--- config.mk ---
export PLATFORM = sky130hd
export DESIGN_NAME = seg_scan_display
export DESIGN_NICKNAME = d
export VERILOG_FILES = /design/src/rtl/seg_scan_display.sv
export SDC_FILE = /design/constraint.sdc
export NUM_CORES = 1
export LEC_CHECK = 0
export CAP_MARGIN = 10
export CORE_ASPECT_RATIO = 1.5
export CORE_MARGIN = 2
export CORE_UTILIZATION = 50
export CTS_CLUSTER_DIAMETER = 200
export DETAILED_ROUTE_END_ITERATION = 12
export MAX_ROUTING_LAYER = met4
export PLACE_DENSITY_LB_ADDON = 0.12
export SYNTH_ARGS = -nofsm -noshare
export SYNTH_HDL_FRONTEND = slang
export SYNTH_SLANG_ARGS = --single-unit
--- constraint.sdc ---
create_clock -name clk -period 2.8 [get_ports clk]
set_clock_uncertainty 0.2 [all_clocks]
set_input_delay 0.56 -clock clk [delete_from_list [all_inputs] [get_ports clk]]
set_output_delay 0.56 -clock clk [all_outputs]
set_load 0.05 [all_outputs]
--- src/rtl/seg_scan_display.sv ---
// seg_scan_display: time-multiplexed multi-digit seven-segment driver with
// double-buffered digit data, leading-zero blanking, per-digit decimal points
// and per-digit blinking.
//
// Ports:
//   clk          system clock
//   rst          synchronous active-high reset
//   data         packed 4-bit digit values, digit i at data[4i+3:4i]
//   load         capture data/dp_mask/blink_mask into the pending buffer
//   sel          1 = hexadecimal, 0 = decimal (values 10..15 blanked)
//   lz_blank     1 = blank leading zeros (digit 0 always shown)
//   dp_mask      per-digit decimal point enable
//   blink_mask   per-digit blink enable
//   an           digit anodes, active-low, one-hot-low while scanning
//   seg          segments {g,f,e,d,c,b,a}, active-low
//   dp           decimal point, active-low
//   frame_start  one-cycle pulse when the outputs first show digit 0 of a frame
module seg_scan_display #(
    parameter int unsigned NUM_DIGITS   = 8,
    parameter int unsigned SCAN_DIV     = 100000,
    parameter int unsigned BLINK_FRAMES = 64
) (
    input  logic                      clk,
    input  logic                      rst,
    input  logic [4*NUM_DIGITS-1:0]   data,
    input  logic                      load,
    input  logic                      sel,
    input  logic                      lz_blank,
    input  logic [NUM_DIGITS-1:0]     dp_mask,
    input  logic [NUM_DIGITS-1:0]     blink_mask,
    output logic [NUM_DIGITS-1:0]     an,
    output logic [6:0]                seg,
    output logic                      dp,
    output logic                      frame_start
);

    localparam int unsigned IDX_W = (NUM_DIGITS > 1) ? $clog2(NUM_DIGITS) : 1;
    localparam int unsigned PS_W  = (SCAN_DIV > 1) ? $clog2(SCAN_DIV) : 1;
    localparam int unsigned BF_W  = (BLINK_FRAMES > 1) ? $clog2(BLINK_FRAMES) : 1;

    logic [IDX_W-1:0]            idx;
    logic [PS_W-1:0]             prescaler;
    logic [BF_W-1:0]             frame_cnt;
    logic                        blink_phase;

    logic [NUM_DIGITS-1:0][3:0]  pend_data;
    logic [NUM_DIGITS-1:0]       pend_dp;
    logic [NUM_DIGITS-1:0]       pend_blink;
    logic [NUM_DIGITS-1:0][3:0]  act_data;
    logic [NUM_DIGITS-1:0]       act_dp;
    logic [NUM_DIGITS-1:0]       act_blink;

    logic                        ps_tc;
    logic                        idx_last;
    logic                        wrap;
    logic                        fc_last;
    logic [3:0]                  cur_val;
    logic [NUM_DIGITS-1:0]       lz_vec;
    logic                        zero_above;
    logic                        blank;
    logic [6:0]                  code;

    // Scan timing terms
    always_comb begin
        ps_tc    = (prescaler == PS_W'(SCAN_DIV - 1));
        idx_last = (idx == IDX_W'(NUM_DIGITS - 1));
        wrap     = ps_tc && idx_last;
        fc_last  = (frame_cnt == BF_W'(BLINK_FRAMES - 1));
    end

    // lz_vec[i] is set when digit i and every more significant digit are zero
    always_comb begin
        lz_vec     = '0;
        zero_above = 1'b1;
        for (int i = int'(NUM_DIGITS) - 1; i >= 0; i--) begin
            zero_above = zero_above && (act_data[i] == 4'd0);
            lz_vec[i]  = zero_above;
        end
    end

    // Blanking decision and segment code for the digit being scanned
    always_comb begin
        cur_val = act_data[idx];
        blank   = (!sel && (cur_val >= 4'd10))
               || (lz_blank && (idx != '0) && lz_vec[idx])
               || (act_blink[idx] && blink_phase);
        code    = 7'b1111111;
        case (cur_val)
            4'h0: code = 7'b1000000;
            4'h1: code = 7'b1111001;
            4'h2: code = 7'b0100100;
            4'h3: code = 7'b0110000;
            4'h4: code = 7'b0011001;
            4'h5: code = 7'b0010010;
            4'h6: code = 7'b0000010;
            4'h7: code = 7'b1111000;
            4'h8: code = 7'b0000000;
            4'h9: code = 7'b0010000;
            4'hA: code = 7'b0001000;
            4'hB: code = 7'b0000011;
            4'hC: code = 7'b1000110;
            4'hD: code = 7'b0100001;
            4'hE: code = 7'b0000110;
            4'hF: code = 7'b0001110;
            default: code = 7'b1111111;
        endcase
    end

    // Scan counters, double buffers, blink state and registered outputs
    always_ff @(posedge clk) begin
        if (rst) begin
            idx         <= '0;
            prescaler   <= '0;
            frame_cnt   <= '0;
            blink_phase <= 1'b0;
            pend_data   <= '0;
            pend_dp     <= '0;
            pend_blink  <= '0;
            act_data    <= '0;
            act_dp      <= '0;
            act_blink   <= '0;
            an          <= '1;
            seg         <= 7'b1111111;
            dp          <= 1'b1;
            frame_start <= 1'b0;
        end else begin
            if (load) begin
                pend_data  <= data;
                pend_dp    <= dp_mask;
                pend_blink <= blink_mask;
            end

            prescaler <= ps_tc ? '0 : prescaler + PS_W'(1);
            if (ps_tc) begin
                idx <= idx_last ? '0 : idx + IDX_W'(1);
            end

            // Frame boundary: swap in the pending buffer (pre-load value)
            if (wrap) begin
                act_data  <= pend_data;
                act_dp    <= pend_dp;
                act_blink <= pend_blink;
                frame_cnt <= fc_last ? '0 : frame_cnt + BF_W'(1);
                if (fc_last) begin
                    blink_phase <= ~blink_phase;
                end
            end

            an          <= ~(NUM_DIGITS'(1) << idx);
            seg         <= blank ? 7'b1111111 : code;
            dp          <= blank | ~act_dp[idx];
            // First cycle of digit 0 is registered into the outputs next edge
            frame_start <= (idx == '0) && (prescaler == '0);
        end
    end

endmodule

* After elaboration in Yosys (flattened, before gate mapping)
Memory sizes are Yosys's and may differ from the RTL's. A register that Yosys moved wholly into a read port is not among the register bits.
Index checks and enable logic that the tools add are counted.
** Cells by class
- Add/subtract/negate cells :: 3
- Order comparisons :: 2
- Equality and inequality tests :: 3
- Shift-type cells :: 1
- Mux-type cells :: 10
- Bitwise operators :: 4
- Reductions and logical operators :: 30
** Operators by type and width (count)
- 4-bit zero test :: 8
- 17-bit by 1-bit adder with 17-bit output, second input constant :: 1
- 17-bit == test, second input constant :: 1
- 17-bit zero test :: 1
- 1-bit logical AND :: 13
- 4-bit binary-select mux with 3-bit select :: 1
- 1-bit binary-select mux with 3-bit select :: 3
- 8-bit inverter :: 1
- 1-bit by 3-bit left shift with 8-bit output, first input constant :: 1
- 6-bit by 1-bit adder with 6-bit output, second input constant :: 1
- 6-bit == test, second input constant :: 1
- 6-bit 2-to-1 mux :: 1
- 4-bit >= comparator, second input constant :: 1
- 3-bit by 4-bit < comparator with 1-bit output, second input constant :: 1
- 4-bit 2-to-1 mux :: 1
- 2-bit OR reduction :: 2
- 3-bit by 1-bit adder with 3-bit output, second input constant :: 1
- 3-bit == test, second input constant :: 1
- 3-bit zero test :: 1
- 1-bit 2-to-1 mux :: 3
- 3-bit 2-to-1 mux :: 1
- 3-bit nonzero test :: 1
- 1-bit logical OR :: 2
- 1-bit inverter :: 2
- 3 further kinds :: 3
** Storage, ports and cells
- Register bits :: 133
- Bits in read-only memories :: 112
- Input port bits :: 53
- Output and inout bits :: 17
- Word-level logic and storage cells :: 81
- Memories kept :: 1
** Memory list
- (no name shown) :: depth 16, bits a word 7, rd ports 1, clocked after Yosys merged registers in 1, wr ports 0, RTL line 88 : case (cur_val)

* Longest topological paths before layout
- Depth after elaboration :: 14
- Mapped depth :: 10
- Mapped depth without buffers :: 8

* Least setup slack after synthesis
Ideal clock, no wire load.
- Path kind :: flip-flop to flip-flop
- Start point :: register idx[1]
- End point :: register seg[3]
- Library setup time :: 0.154 ns
- Arrival time :: 2.589 ns
- Required time :: 2.446 ns
- Slack :: -0.143 ns
- Stages on the path, launching flop included :: 9
- Buffers on the path :: 2
- Clock period less this slack :: 2.943 ns
- Cells stage by stage :: dfxtp_1 > clkbuf_1 > clkbuf_1 > mux4_2 > mux2i_1 > inv_1 > ha_1 > o21ai_1 > o2111ai_1
** On the way
- Word-level cells in the longest chain between the ends :: 7
- Elaborated cells between the ends (all ways) :: 15
- Those cells by class :: order compare (1); mux (6); reduce/logical (8)
** RTL lines
- start, declared :: RTL line 41 : logic [IDX_W-1:0] idx;
- start signal, assigned :: RTL line 135 : idx <= idx_last ? '0 : idx + IDX_W'(1);
- 4-bit binary-select mux with 3-bit select :: RTL line 83 : cur_val = act_data[idx];
- 4-bit 2-to-1 mux (not written as such) :: RTL line 83
- 4-bit >= comparator :: RTL line 84 : blank = (!sel && (cur_val >= 4'd10))
- 1-bit logical AND :: RTL line 84
- 1-bit logical OR :: RTL line 85 : || (lz_blank && (idx != '0) && lz_vec[idx])
- 1-bit logical OR :: RTL line 86 : || (act_blink[idx] && blink_phase);
- 2-bit OR reduction (no source line)
- end, declared :: RTL line 32 : output logic [6:0] seg,
Several ways; a longest one is shown, not always the timed one. The select of a mux whose other input is x is not followed.
A chain may end at the register's enable or synchronous reset.

* Final worst setup path
- Start point :: register idx[0]
- End point :: register seg[6]
Same word-level chain as after synthesis.

==> qor.txt <==
Outcome - finished clean
Post-Synth Adder-Cell Area - 3.25%
Pwr per Cell Area - 635 mW/mm^2
Crit path arrival time - 2660 ps
Crit-path max FO - 10
First-pass GRT wire length - 21,000 um
Synth Instances - 630
Flops & latches, synth - 140
Crit Path Category - reg -> reg
Dominant register cell in the synthesized netlist - dfxtp_1
GRT overflow - 0
Max layer used - met4
Final Max Slew Viols - 0
Post-CTS setup buffers - 0
Most frequent cells after synthesis - dfxtp_1 (140), nand2_1 (120), nor2_1 (75)
Largest net degree at the start of global routing - 64
Compound-Gate Fraction of Synth Area - 8.18%
Mapped Area - 0.00577 sq mm
Die span in x - 91.7 um
Slew headroom - 57.9%
Clk_lat worst skew - 420 ps
P_leak - 0.00279 uW
Vias in the first global route - 4,601
Worst Max-Slew Pin Slew - 632 ps
Top cell type's share of synthesized area - 48.6%
Hold WC Path Type - reg -> reg
DR vias - 4,514
Initial antenna violation count - 0
Fin Setup TNS - 0 ps
Synth async-reset ratio - 0%
Unique masters post-synth - 42
Vias/cell - 5.25
Mux cell area share after synthesis - 14.9%
Fill cells - 982
Synth Warn # - 0
Area Growth Syn to Fin - 25.3%
H-tree Lvls - 4
Clock Power Share - 49.6%
Row cnt - 48
Final Hold Viols - 0
MaxCap Viol Count - 0
Top post-synthesis cells by area - dfxtp_1 (49%), mux2i_1 (11%), nand2_1 (7.8%), a21oi_1 (5.3%), nor2_1 (4.9%)
DRT iter0 DRCs - 229
Reg power frac - 45.2%
Clk buf depth - 2
Synth area leader - dfxtp_1
Syn nets - 698
DRT antenna net count - 0
Core area - 0.0114 sq mm
Main combinational cell family by area after synthesis - simple AND/OR/NAND/NOR gates
Final min period - 2580 ps
Ratio of cells with drive above 1 in the final layout - 9.73%
Root Buffer - clkbuf_16
Final WL - 12,300 um
Die H - 136 um
Reg clk slew, reported paths - 60 ps
CTS tree - yes
Routed length per instance - 14.3 um
Syn_area_per_cell - 9.16 sq um
Simple-Gate Fraction of Synth Area - 19.1%
Final setup violation count - 0
Routability cong. - 0.916
Buffers on Ports - 69
Fraction of the yosys area taken by sequential cells - 48.6%
Gr usage total - 21.6%
DIE AREA - 0.0124 sq mm
# nets final - 764
Xor/xnor share of the synthesized area - 2.43%
Maximum clock rate - 388 MHz
Setup crit end kind - flip-flop
Antenna Cells - 0
# DRC - 0
P_int - 3590 uW
Initial Util - 50.6%
Clock Sinks - 140
Sw frac - 21.7%
Setup slack after placement - 70.0 ps
NetSw - 996 uW
Peak supply drop - 431 uV
WP data required - 2890 ps
Logic pwr share - 5.2%
I/O Pins - 70
WL met3 - 430 um
Pre-antenna DRT Iters - 4
CP Launch Type - flip-flop
DP HPWL - 8580 um
Final WS setup - 225 ps
Met2 routed wirelength - 6230 um
Post-route clock period utilization - 92.0%
RSZ-0062 raised after global routing - false
Number of flops mapped to enable cells by yosys - 0
Most numerous cell in the Yosys netlist - dfxtp_1
Met1 wire length - 5410 um
Inserted Clock Buffers - 17
[worst paths after layout]
check                start      endpoint  slack, ps  cells after the start
min reg2reg  pend_data[30]  act_data[30]        250                      2
max                 idx[0]        seg[6]        220                      7
min          pend_data[30]  act_data[30]        250                      2
max reg2reg         idx[0]        seg[6]        220                      7
[cell usage in the layout (no fill, tap or decap), types with 2 or more instances in the layout]
cell and n:
clkinvlp_4 5, inv_1 13, buf_4 15, nand2_1 120
o311ai_0 2, nor3_1 5, inv_6 2, xor2_1 8
a2bb2oi_1 2, mux2_2 2, o31ai_1 4, and3_1 7
dfxtp_1 140, mux4_2 10, nor4_1 9, nand3_1 13
bufinv_16 3, clkinv_2 3, o21ai_0 4, nor2b_1 2
or4_1 4, nand4_1 7, clkbuf_16 17, xnor2_1 8
a21oi_1 60, mux2i_1 61, clkdlybuf4s50_1 67, a22oi_1 4
ha_1 15, or3_1 3, nor2_1 75
[kinds of logic after synthesis]
kind of cell             Yosys count
AND/OR/NAND/NOR                  252
flip-flops                       140
adder cells (fa/ha/maj)           15
buffers and inverters             51
AO/OA/AOI/OAI                     83
multiplexers                      73
XOR/XNOR                          16
[metal layers]
| metal | vias up | GRT usage (%) |
|---|---|---|
| met2 | 90 | 37.1 |
| met4 | 0 | 8.96 |
| li1 | 2290 | - |
| met5 | - | - |
| met3 | 25 | 4.67 |
| met1 | 2109 | 24.5 |
[state kept, by name, indices dropped and copies added, names as in the netlist, 6 cells and up]
register and cells:
act_data 32, pend_data 32, prescaler 17, act_blink 8, act_dp 8, an 8
pend_blink 8, pend_dp 8, seg 7, frame_cnt 6
[final cells by class]
class	instances	area, sq um	share of cell area, %
clock buffers	18	439	6.07
clock inverters	14	169	2.34
flip-flops and latches	140	2800	38.8
repair buffers	84	808	11.2
well taps	150	188	2.60
multi-input cells	439	2770	38.3
inverters	14	52.6	0.727
[critical path, stage by stage, from the launching register on]
cell	delay, ps
dfxtp_1	590
mux4_2	590
mux2i_1	190
inv_1	110
ha_1	240
mux2_2	280
a22oi_1	160
nand3_1	90
[through the flow]
step           power (uW)  std cells  utilization [%]  cell area (sq um)  hold WS, ps
6_report             4590        859             63.4               7230          253
5_1_grt              4750        859             63.4               7230          277
4_1_cts              4630        859             63.3               7220          256
3_5_place_dp         2360        827             58.0               6610          247
3_3_place_gp         2350        827             58.0               6610          243
2_1_floorplan        2240        630                -               5770          230
[power groups by stage]
stage	clock network, uW	registers, uW	logic, uW
final	2280	2070	240
after global routing	2410	2080	262
after CTS	2320	2070	242
after detailed placement	0	2120	242
after global placement	0	2110	236
after floorplan	0	2130	111
[repair_timing]
item,in CTS,in global routing
hold buffers,0,0
endpoints found under the setup margin,0,8
resized for setup,0,2
hold endpoints to repair,0,0
Note: power is estimated with default switching activity, not from simulation.
